`src/rtl/addr_gen_pkg.sv`:
```
// Shared state encoding and default widths for the DRAM address generator.
package addr_gen_pkg;

    typedef enum logic [1:0] {
        IDLE  = 2'd0,
        BURST = 2'd1,
        DONE  = 2'd2
    } state_t;

    localparam int AW_DEFAULT = 16;
    localparam int OW_DEFAULT = 6;
    localparam int SW_DEFAULT = 8;
    localparam int CW_DEFAULT = 8;

endpackage

```
`src/rtl/sext_adder.sv`:
```
// Sign-extends an NW-bit value to AW bits and adds it to an AW-bit base, wrapping modulo 2^AW.
module sext_adder #(
    parameter int AW = 16,
    parameter int NW = 6
) (
    input  logic [AW-1:0] i_base,
    input  logic [NW-1:0] i_val,
    output logic [AW-1:0] o_sum
);

    logic [AW-1:0] w_ext;

    assign w_ext = AW'($signed(i_val));
    assign o_sum = i_base + w_ext;

endmodule

```
`src/rtl/addr_gen_unit.sv`:
```
// DRAM address generator: PC load, base+offset load and strided bursts with memReady handshake.
// Optional upper-bound fault checking on burst addresses is enabled with ADDR_GEN_BOUND_EN.
module addr_gen_unit
    import addr_gen_pkg::*;
#(
    parameter int AW = AW_DEFAULT,
    parameter int OW = OW_DEFAULT,
    parameter int SW = SW_DEFAULT,
    parameter int CW = CW_DEFAULT
) (
    input  logic          Clk1,
    input  logic          Rst,
    input  logic          setPC,
    input  logic [AW-1:0] PC,
    input  logic          updateAddr,
    input  logic [AW-1:0] addrBase,
    input  logic [OW-1:0] offset,
    input  logic          start,
    input  logic [SW-1:0] stride,
    input  logic [CW-1:0] count,
    input  logic          memReady,
`ifdef ADDR_GEN_BOUND_EN
    input  logic [AW-1:0] limit,
    output logic          fault,
`endif
    output logic [AW-1:0] addr,
    output logic          addrValid,
    output logic          busy,
    output logic          done
);

    state_t        r_state;
    logic [AW-1:0] r_addr;
    logic [CW-1:0] r_remaining;
    logic [SW-1:0] r_stride;
    logic          r_addrValid;
    logic          r_busy;
    logic          r_done;
    logic [AW-1:0] w_baseSum;
    logic [AW-1:0] w_strideSum;

    sext_adder #(.AW(AW), .NW(OW)) u_baseAdd (
        .i_base (addrBase),
        .i_val  (offset),
        .o_sum  (w_baseSum)
    );

    sext_adder #(.AW(AW), .NW(SW)) u_strideAdd (
        .i_base (r_addr),
        .i_val  (r_stride),
        .o_sum  (w_strideSum)
    );

`ifdef ADDR_GEN_BOUND_EN
    logic r_fault;
    logic w_startOver;
    logic w_stepOver;

    assign w_startOver = (w_baseSum > limit);
    assign w_stepOver  = (w_strideSum > limit);
    assign fault       = r_fault;
`else
    logic w_startOver;
    logic w_stepOver;

    assign w_startOver = 1'b0;
    assign w_stepOver  = 1'b0;
`endif

    // setPC overrides everything and silently abandons any burst; done is cleared by default each cycle.
    always_ff @(posedge Clk1 or posedge Rst) begin
        if (Rst) begin
            r_state     <= IDLE;
            r_addr      <= '0;
            r_remaining <= '0;
            r_stride    <= '0;
            r_addrValid <= 1'b0;
            r_busy      <= 1'b0;
            r_done      <= 1'b0;
`ifdef ADDR_GEN_BOUND_EN
            r_fault     <= 1'b0;
`endif
        end else if (setPC) begin
            r_state     <= IDLE;
            r_addr      <= PC;
            r_remaining <= '0;
            r_addrValid <= 1'b0;
            r_busy      <= 1'b0;
            r_done      <= 1'b0;
`ifdef ADDR_GEN_BOUND_EN
            r_fault     <= 1'b0;
`endif
        end else begin
            r_done <= 1'b0;
            case (r_state)
                IDLE: begin
                    if (updateAddr) begin
                        r_addr <= w_baseSum;
                    end else if (start) begin
                        if (count == '0) begin
                            r_state <= DONE;
                            r_done  <= 1'b1;
                        end else if (w_startOver) begin
`ifdef ADDR_GEN_BOUND_EN
                            r_fault <= 1'b1;
`endif
                        end else begin
                            r_addr      <= w_baseSum;
                            r_stride    <= stride;
                            r_remaining <= count;
                            r_addrValid <= 1'b1;
                            r_busy      <= 1'b1;
                            r_state     <= BURST;
                        end
                    end
                end
                BURST: begin
                    if (memReady) begin
                        if (r_remaining > CW'(1) && !w_stepOver) begin
                            r_addr      <= w_strideSum;
                            r_remaining <= r_remaining - CW'(1);
                        end else begin
                            // Either the last beat was accepted or the next address overran the limit.
                            r_addrValid <= 1'b0;
                            r_busy      <= 1'b0;
                            r_remaining <= '0;
                            if (r_remaining > CW'(1)) begin
                                r_state <= IDLE;
`ifdef ADDR_GEN_BOUND_EN
                                r_fault <= 1'b1;
`endif
                            end else begin
                                r_state <= DONE;
                                r_done  <= 1'b1;
                            end
                        end
                    end
                end
                DONE: begin
                    r_state <= IDLE;
                end
                default: begin
                    r_state <= IDLE;
                end
            endcase
        end
    end

    assign addr      = r_addr;
    assign addrValid = r_addrValid;
    assign busy      = r_busy;
    assign done      = r_done;

endmodule

```
`config.mk`:
```
export PLATFORM = sky130hd
export DESIGN_NAME = addr_gen_unit
export DESIGN_NICKNAME = d
export VERILOG_FILES = /design/src/rtl/addr_gen_pkg.sv /design/src/rtl/sext_adder.sv /design/src/rtl/addr_gen_unit.sv
export SDC_FILE = /design/constraint.sdc
export NUM_CORES = 1
export LEC_CHECK = 0
export ABC_CLOCK_PERIOD_IN_PS = 3050
export CAP_MARGIN = 20
export CORE_UTILIZATION = 51
export CTS_CLUSTER_SIZE = 10
export DETAILED_ROUTE_END_ITERATION = 8
export PLACE_DENSITY_LB_ADDON = 0.05
export SYNTH_ARGS = -nofsm -noshare
export SYNTH_HDL_FRONTEND = slang
export SYNTH_SLANG_ARGS = --single-unit
export TNS_END_PERCENT = 30
```
`constraint.sdc`:
```
create_clock -name Clk1 -period 3.05 [get_ports Clk1]
set_input_delay 0.4575 -clock Clk1 [delete_from_list [all_inputs] [get_ports Clk1]]
set_output_delay 0.4575 -clock Clk1 [all_outputs]
set_load 0.02 [all_outputs]
```
* After elaboration in Yosys (flattened, before gate mapping)
Cells that the tools add are included.
W data, S select, Z words.
** Word-level totals
- Flip-flop bits (word level) :: 36
- Output and inout port bits :: 19
- Logic and storage cells :: 65
** Operators by class
- Add/subtract/negate cells :: 3
- $lt $le $gt $ge :: 1
- Eq/ne operators :: 9
- Muxes and demuxes :: 35
- Bitwise logic cells :: 3
- Reduce and logical (&&, ||, !) cells :: 8
** Operators by type and width (number)
- $mux W16 :: 6
- $mux W8 :: 6
- $add A16 B16 Y16 :: 2
- $pmux W16 S2 :: 1
- $ne A3 B3 Y1 const B :: 6
- $pmux W8 S2 :: 1
- $reduce_and A5 Y1 :: 3
- $mux W1 :: 12
- $mux W2 :: 6
- $gt A8 B1 Y1 const B :: 1
- $logic_not A8 Y1 :: 1
- $ne A4 B4 Y1 const B :: 2
- $sub A8 B1 Y8 const B :: 1
- $reduce_and A6 Y1 :: 1
- $pmux W1 S2 :: 2
- $pmux W2 S2 :: 1
- $reduce_and A4 Y1 :: 1
- $not A1 Y1 :: 3
- $reduce_bool A3 Y1 :: 1
- $eq A2 B1 Y1 const B :: 1
- $logic_not A2 Y1 :: 1

* Depth between registers and ports, before layout
Gate-level depths: netlist of run 1.
- Word-level depth :: 6
- Depth in mapped cells :: 9
- Gate-level depth less buffers :: 9

* Modules after synthesis
From an unflattened synthesis of run 1, not the netlist that was laid out.
** Second synthesis, totals
- Cells, all modules :: 415
- Area total of the unflattened synthesis :: 3537.1 µm²
** By module, submodules not included
- addr_gen_unit :: instances 1, cells an instance 222, area each 2052.0 µm², seq. area each 900.9 µm²
- sext_adder (u_strideAdd) :: instances 1, cells an instance 95, area each 760.7 µm², seq. area each 0.0 µm²
- sext_adder (u_baseAdd) :: instances 1, cells an instance 98, area each 724.4 µm², seq. area each 0.0 µm²

* Least setup slack after synthesis of run 1
OpenSTA, ideal clock, no wires.
- Kind :: input to register
- From :: in offset[0]
- To :: reg r_addr[10], in the netlist addr[10]
- Setup time :: 0.110 ns
- Arrival :: 2.366 ns
- Path slack :: 0.573 ns
- Stages on the path :: 9
- Path buffers :: 0
- Cells stage by stage :: ha_1 > fa_1 > a211oi_1 > nor2_1 > o311ai_0 > nand2_1 > xnor2_1 > nor2_1 > o41ai_1
** On the way
- Longest elaborated chain between the ends :: 6
** Ends and longest elaborated chain
- start: declaration :: RTL line addr_gen_unit.sv:17 : input logic [OW-1:0] offset,
- $add A16 B16 Y16 * :: RTL line sext_adder.sv:14 : assign o_sum = i_base + w_ext;
- $mux W16 :: RTL line addr_gen_unit.sv:100 : if (count == '0) begin
- $mux W16 :: RTL line addr_gen_unit.sv:99 : end else if (start) begin
- $mux W16 * :: RTL line addr_gen_unit.sv:97 : if (updateAddr) begin
- $pmux W16 S2 * :: RTL line addr_gen_unit.sv:95 : case (r_state)
- $mux W16 * :: RTL line addr_gen_unit.sv:83 : end else if (setPC) begin
- end signal: assignment :: RTL line addr_gen_unit.sv:98 : r_addr <= w_baseSum;
- end signal: assignment :: RTL line addr_gen_unit.sv:108 : r_addr <= w_baseSum;
- end signal: assignment :: RTL line addr_gen_unit.sv:120 : r_addr <= w_strideSum;
- end: declaration :: RTL line addr_gen_unit.sv:33 : logic [AW-1:0] r_addr;
Every way passes the cells marked *; elsewhere a longest branch is shown, timed or not. The select of a mux whose other input is x is not followed.
A chain may end at the register's enable or synchronous reset.

* Worst setup path in the final report of run 1
- From :: in offset[0]
- To :: reg r_addr[8], in the netlist addr[8]
Same word-level chain as after synthesis.

==> results.md, run 1 <==
* Ys Warns at 0
* Final worst-path cycle share at 89.7%
* Crit path max-delay family: compound AO/OA/AOI/OAI gates
* DRT iter0 DRCs at 236
* FP Rows at 29
* Synthesized area at between 0.003 and 0.004 mm²
* Global-route wire length before repair at 15.6 mm
* Area leader, netlist: dfrtp_1
* Max-slew violations at 0
* Fillers at 520
* Slowest CP cell: fa_1
* Chip width at 83.3 µm
* Simple-Gate Fraction of Synth Area at 18.3%
* EDFF count, synth at 0
* Synth Area per Inst at 8.26 µm²
* Initial antenna violation count at 0
* IO buf count at 78
* Htree depth at 2
* HPWL Detailed at 7.33 mm
* Post-route DRC at 0
* Num ports at 79
* Sw Ratio at 42.4%
* Synth Area in Adders at 13.1%
* Vias at 3527
* Total Routing Usage GR at ~28%
* Main combinational cell family by area after synthesis: compound AO/OA/AOI/OAI gates
* Congestion Overflow GR at 0
* Most frequent cell after synthesis: nand2_1
* RSZ-0062 raised after global routing: false
* Worst-path clk slew at around 70 ps
* Mux cell area share after synthesis at 3.27%
* CP bufs+invs at 1
* XOR/XNOR Fraction of Synth Area at 6.50%
* Kind of critical path: input pin to flop
* Post CTS Setup Buffer Count at 0
* Worst Hold Class: flop to flop
* Startpoint types: input pin
* Core Region at 0.00635 mm²
* Routed WL at 9.50 mm
* Combinational Power Share at between 50 and 60%
* Post-DR wirelength/cell at 16.6 µm
* Seq cells post-synth at 36
* Run status: completed
* # setup viols final at 0
* Synthesized netlist net count at approximately 500
* Compound-gate portion of the synthesized area at about 29%
* Area growth, synth to finish at 30.8%
* TritonCTS buffer count at 5
* Setup Skew at 4.96 ps
* CP Capture Type: flop
* Ys flop type: dfrtp_1
* Max VDD drop at approximately 0.00040 V
* Die area at 0.00694 mm²
* Num Clock Sinks at 36
* Post-synthesis cell count at 408
* Reg2reg path depth at 6
* Vias per inst at 6.14
* Register share of total power at 27.6%
* Worst path depth at 9
* Crit Path Max Fanout at 3
* CTS tree: done
* Root Driver: clkbuf_8
* CTS Buffer Depth at 2
* Nets at a little under 600
* Fmax at 366 MHz
* Slew HR at 68.1%
* Crit path largest cell delay at about 410 ps
* Drt first pass iters at 5
* Vias in the first global route at about 3300
* Min Tclk post-route at 2740 ps
* Crit path DAT at roughly 2900 ps
* Leak at 0.00187 µW
* GP Congestion at 0.920
* Pwr Total at 2430 µW
* Post-synth top cells: nand2_1 (46), a21oi_1 (41), nor2_1 (37)
* Sequential share of the synthesized area at 26.7%
* Fin Setup TNS at 0 ps
* Final hold viol count at 0
* Worst path cell trace: clkdlybuf4s50_1 -> ha_1 -> fa_1 -> a211oi_1 -> o211ai_1 -> a31oi_1 -> xnor2_1 -> a222oi_1 -> o21ai_0
* Top cells by area, synth: dfrtp_1 (27%), ha_1 (12%), a21oi_1 (6.1%), nand2_1 (5.1%), o21ai_0 (4.9%)
* Worst Hold Depth at 1
* Ant diodes at 0
* Worst-Skew Late Latency at just under 300 ps
* Area fraction of the dominant cell type after synthesis at 26.7%
* Slew @ Worst Pin at 473 ps
* WP data required at about 3200 ps
* Layout cell share with drive strength beyond 1 at 8.65%
* Synth cell types at 59
* Max_cap viols at 0
* Switching pwr at 1030 µW
* Largest net degree at the start of global routing at 37
* Post-synth ARST share at between 90% and 100%
* PwrDens at 551 mW/mm²
* Starting Density at 53.1%
* Clock power share at between 10% and 20%
* Post-DRT Antenna Nets at 0
* DIE HEIGHT at 83.3 µm
* Power Internal at 1400 µW
## area by class of cell
type                            count  area [µm²]  share of cell area, %
Multi-Input combinational cell    347        2370                   53.7
Timing Repair Buffer               96         916                   20.8
Sequential cell                    36         901                   20.4
Tap cell                           77        96.3                   2.19
Clock buffer                        8        90.1                   2.04
Inverter                           10        37.5                  0.851
## state kept, by name (all words and copies together), names as in the netlist
| signal | cells |
|---|---|
| addr | 16 |
| busy | 1 |
| done | 1 |
| r_remaining | 8 |
| r_state | 2 |
| r_stride | 8 |
## metrics by stage
| step | hold WS [ps] | setup slack [ps] | instance area [µm²] | util (%) | instances |
|---|---|---|---|---|---|
| 2_1_floorplan | 479 | 573 | 3370 | - | 408 |
| 3_3_place_gp | 500 | 55.1 | 4320 | 68.0 | 566 |
| 3_5_place_dp | 502 | -54.9 | 4320 | 68.0 | 566 |
| 4_1_cts | 519 | 234 | 4410 | 69.4 | 574 |
| 5_1_grt | 530 | 2.22 | 4410 | 69.4 | 574 |
| 6_report | 516 | 314 | 4410 | 69.4 | 574 |
## timing repair
item,CTS,global route
hold buffers,0,0
resized for setup,0,1
endpoints found under the setup margin,0,2
## placed cells by master (no fill, tap or decap), types with 3 or more instances in the layout
cell type and instances:
clkdlybuf4s50_1 78, nand2_1 46, a21oi_1 41, nor2_1 37
dfrtp_1 36, o21ai_0 33, ha_1 32, buf_4 18
xnor2_1 15, nor3_1 10, a21o_1 10, xor2_1 10
inv_1 9, o211ai_1 9, mux2_2 8, nor2b_1 8
a211oi_1 8, nand3_1 6, clkbuf_8 6, nand4_1 5
a31oi_1 5, a22oi_1 4, a32oi_1 4, nand2b_1 4
and3_1 3, or2_2 3
## logic make-up (layout without fill, tap and decap cells)
group | after synthesis | after routing
multiplexers | 10 | 10
flip-flops | 36 | 36
buffers and inverters | 25 | 114
XOR/XNOR | 25 | 25
AO/OA/AOI/OAI | 146 | 146
adder cells (fa/ha/maj) | 34 | 34
AND/OR/NAND/NOR | 132 | 132
## worst paths after layout
| check | start | end | slack, ps |
|---|---|---|---|
| setup / recovery | offset[0] | addr[8] | 310 |
| hold / removal | r_stride[0] | r_stride[0] | 520 |
| setup reg to reg | r_stride[7] | addr[13] | 490 |
| hold reg to reg | r_stride[0] | r_stride[0] | 520 |
| max in group asynchronous | Rst | addr[15] | 2140 |
| min in group asynchronous | Rst | r_stride[7] | 580 |
## metal layers
layer,GRT usage (%),wire length [µm]
met1,39.1,4380
met3,3.48,584
met5,0,0
met4,7.84,137
met2,44.0,4400
## power groups by stage
stage / clock, µW / combinational, µW / sequential, µW
floorplan: 0 / 908 / 713
global placement: 0 / 1370 / 676
detailed placement: 0 / 1380 / 677
CTS: 361 / 1390 / 670
global route: 380 / 1530 / 683
finish: 355 / 1400 / 671
Power figures use the tool's default switching activity.
==> run 2, diff against run 1 <==
CORE_UTILIZATION = 55   (was 51)
DONT_BUFFER_PORTS = 1   (was unset)
==> results.md, run 2 (synthesized netlist as in run 1, its figures left out) <==
* Area growth, synth to finish at 4.75% (was 30.8%)
* Largest net degree at the start of global routing at 37 (unchanged)
* Final worst-path cycle share at 87.9% (was 89.7%)
* Crit path DAT at 2900 ps (was 2910 ps)
* PwrDens at 639 mW/mm² (was 551 mW/mm²)
* Post CTS Setup Buffer Count at 0 (unchanged)
* Max-slew violations at 0 (unchanged)
* Fmax at 373 MHz (was 366 MHz)
* Leak at 0.00150 µW (was 0.00187 µW)
* Max FFs per register at 16 (unchanged)
* Fin Setup TNS at 0 ps (unchanged)
* CTS tree: done (unchanged)
* DIE HEIGHT at 80.3 µm (was 83.3 µm)
* Run status: finished, violations left (was completed)
* CTS Buffer Depth at 2 (unchanged)
* Htree depth at 2 (unchanged)
* Vias at 3203 (was 3527)
* Routed WL at 9.12 mm (was 9.50 mm)
* Core Region at 0.00592 mm² (was 0.00635 mm²)
* Chip width at 80.3 µm (was 83.3 µm)
* HPWL Detailed at 7.05 mm (was 7.33 mm)
* Root Driver: clkbuf_8 (unchanged)
* Crit Path Max Fanout at 3 (unchanged)
* Hold-fix buffers at CTS at 0 (unchanged)
* Drt first pass iters at 8 (was 5)
* DRT iter0 DRCs at 311 (was 236)
* Min Tclk post-route at 2680 ps (was 2740 ps)
* Starting Density at 56.9% (was 53.1%)
* Post-DRT Antenna Nets at 0 (unchanged)
* Vias per inst at 6.66 (was 6.14)
* Worst Hold Class: input pin to async pin (was flop to flop)
* Commonest cells after routing, fill and taps aside: nand2_1 (46), a21oi_1 (41), nor2_1 (37), dfrtp_1 (36), o21ai_0 (33) (was clkdlybuf4s50_1 (78), nand2_1 (46), a21oi_1 (41), nor2_1 (37), dfrtp_1 (36))
* Most common cell after layout, fill and taps aside: nand2_1 (was clkdlybuf4s50_1)
* Setup Skew at 6.06 ps (was 4.96 ps)
* Initial antenna violation count at 0 (unchanged)
* Total Routing Usage GR at 29.3% (was 27.5%)
* Worst-path clk slew at 90 ps (was 70 ps)
* Startpoint types: flop (was input pin)
* Num Clock Sinks at 36 (unchanged)
* Worst-Skew Late Latency at 300 ps (was 290 ps)
* Max VDD drop at 0.000409 V (was 0.000399 V)
* Vias in the first global route at 2978 (was 3310)
* Max_cap viols at 0 (unchanged)
* # setup viols final at 0 (unchanged)
* GP Congestion at 0.958 (was 0.920)
* Kind of critical path: flop to flop (was input pin to flop)
* Nets at 499 (was 590)
* Ant diodes at 0 (unchanged)
* TritonCTS buffer count at 5 (unchanged)
* IO buf count at 0 (was 78)
* Final non-filler cell area at 0.00353 mm² (was 0.00441 mm²)
* Congestion Overflow GR at 0 (unchanged)
* CP Capture Type: flop (unchanged)
* FP Rows at 28 (was 29)
* Num ports at 79 (unchanged)
* Post-CTS resize count at 0 (unchanged)
* RSZ-0062 raised after global routing: false (unchanged)
* Global-route wire length before repair at 14.5 mm (was 15.6 mm)
* Failing checks: DRC
* WP data required at 3270 ps (was 3220 ps)
* Slew @ Worst Pin at 629 ps (was 473 ps)
* Area post-placement at 0.00344 mm² (was 0.00432 mm²)
* Die area at 0.00645 mm² (was 0.00694 mm²)
* Final hold viol count at 0 (unchanged)
* Post-route DRC at 2 (was 0)
* Slew HR at 57.9% (was 68.1%)
* Post-DR wirelength/cell at 19.0 µm (was 16.6 µm)
* Layout cell share with drive strength beyond 1 at 7.88% (was 8.65%)
run 2: per-layer routing:
| metal | vias to the layer above | global-route usage (%) | part of all wire, % |
|---|---|---|---|
| met5 | - | 0 | 0 |
| met4 | 0 | 10.0 | 1.9 |
| li1 | 1530 | - | - |
| met2 | 138 | 44.5 | 45 |
| met3 | 14 | 5.34 | 8.7 |
| met1 | 1521 | 41.4 | 45 |
run 2: worst max-delay path: stages (launching register included):
cell      delay [ps]
dfrtp_1          480
ha_1             270
fa_1             410
a21o_1           240
a311o_1          360
a21oi_1          260
o21ai_0          150
xor2_1           180
nand3_1           90
o211ai_1         160
run 2: final cells by class:
cell class / count / area [µm²]
well taps: 75 / 93.8
repair buffers: 5 / 37.5
flip-flops and latches: 36 / 901
fillers: 570 / 2390
inverters: 10 / 37.5
multi-input cells: 347 / 2370
clock buffers: 5 / 68.8
clock inverters: 3 / 23.8
run 2: path summary, 6_finish.rpt:
| kind | startpoint | to | slack [ps] | cells past startpoint |
|---|---|---|---|---|
| worst max-delay path | addr[0] | addr[14] | 370 | 9 |
| worst min register to register | r_stride[2] | r_stride[2] | 520 | 1 |
| max in group asynchronous | Rst | addr[15] | 2580 | 2 |
| worst max register to register | addr[0] | addr[14] | 370 | 9 |
| worst min-delay path | Rst | r_remaining[4] | 140 | 2 |
| min in group Clk1 | count[2] | r_remaining[2] | 280 | 2 |
run 2: power breakdown:
| group | switching [µW] | internal, µW |
|---|---|---|
| sequential | 174 | 568 |
| clock | 208 | 162 |
| combinational | 664 | 480 |
run 2: metrics by stage:
stage | power, µW | std cells | hold slack, ps | util [%] | setup slack [ps]
2_1_floorplan | 1620 | 408 | 479 | - | 573
3_3_place_gp | 1850 | 473 | 486 | 58.1 | 337
3_5_place_dp | 1860 | 473 | 489 | 58.1 | 271
4_1_cts | 2230 | 481 | 164 | 59.6 | 388
5_1_grt | 2400 | 481 | 182 | 59.6 | 231
6_report | 2260 | 481 | 143 | 59.6 | 370
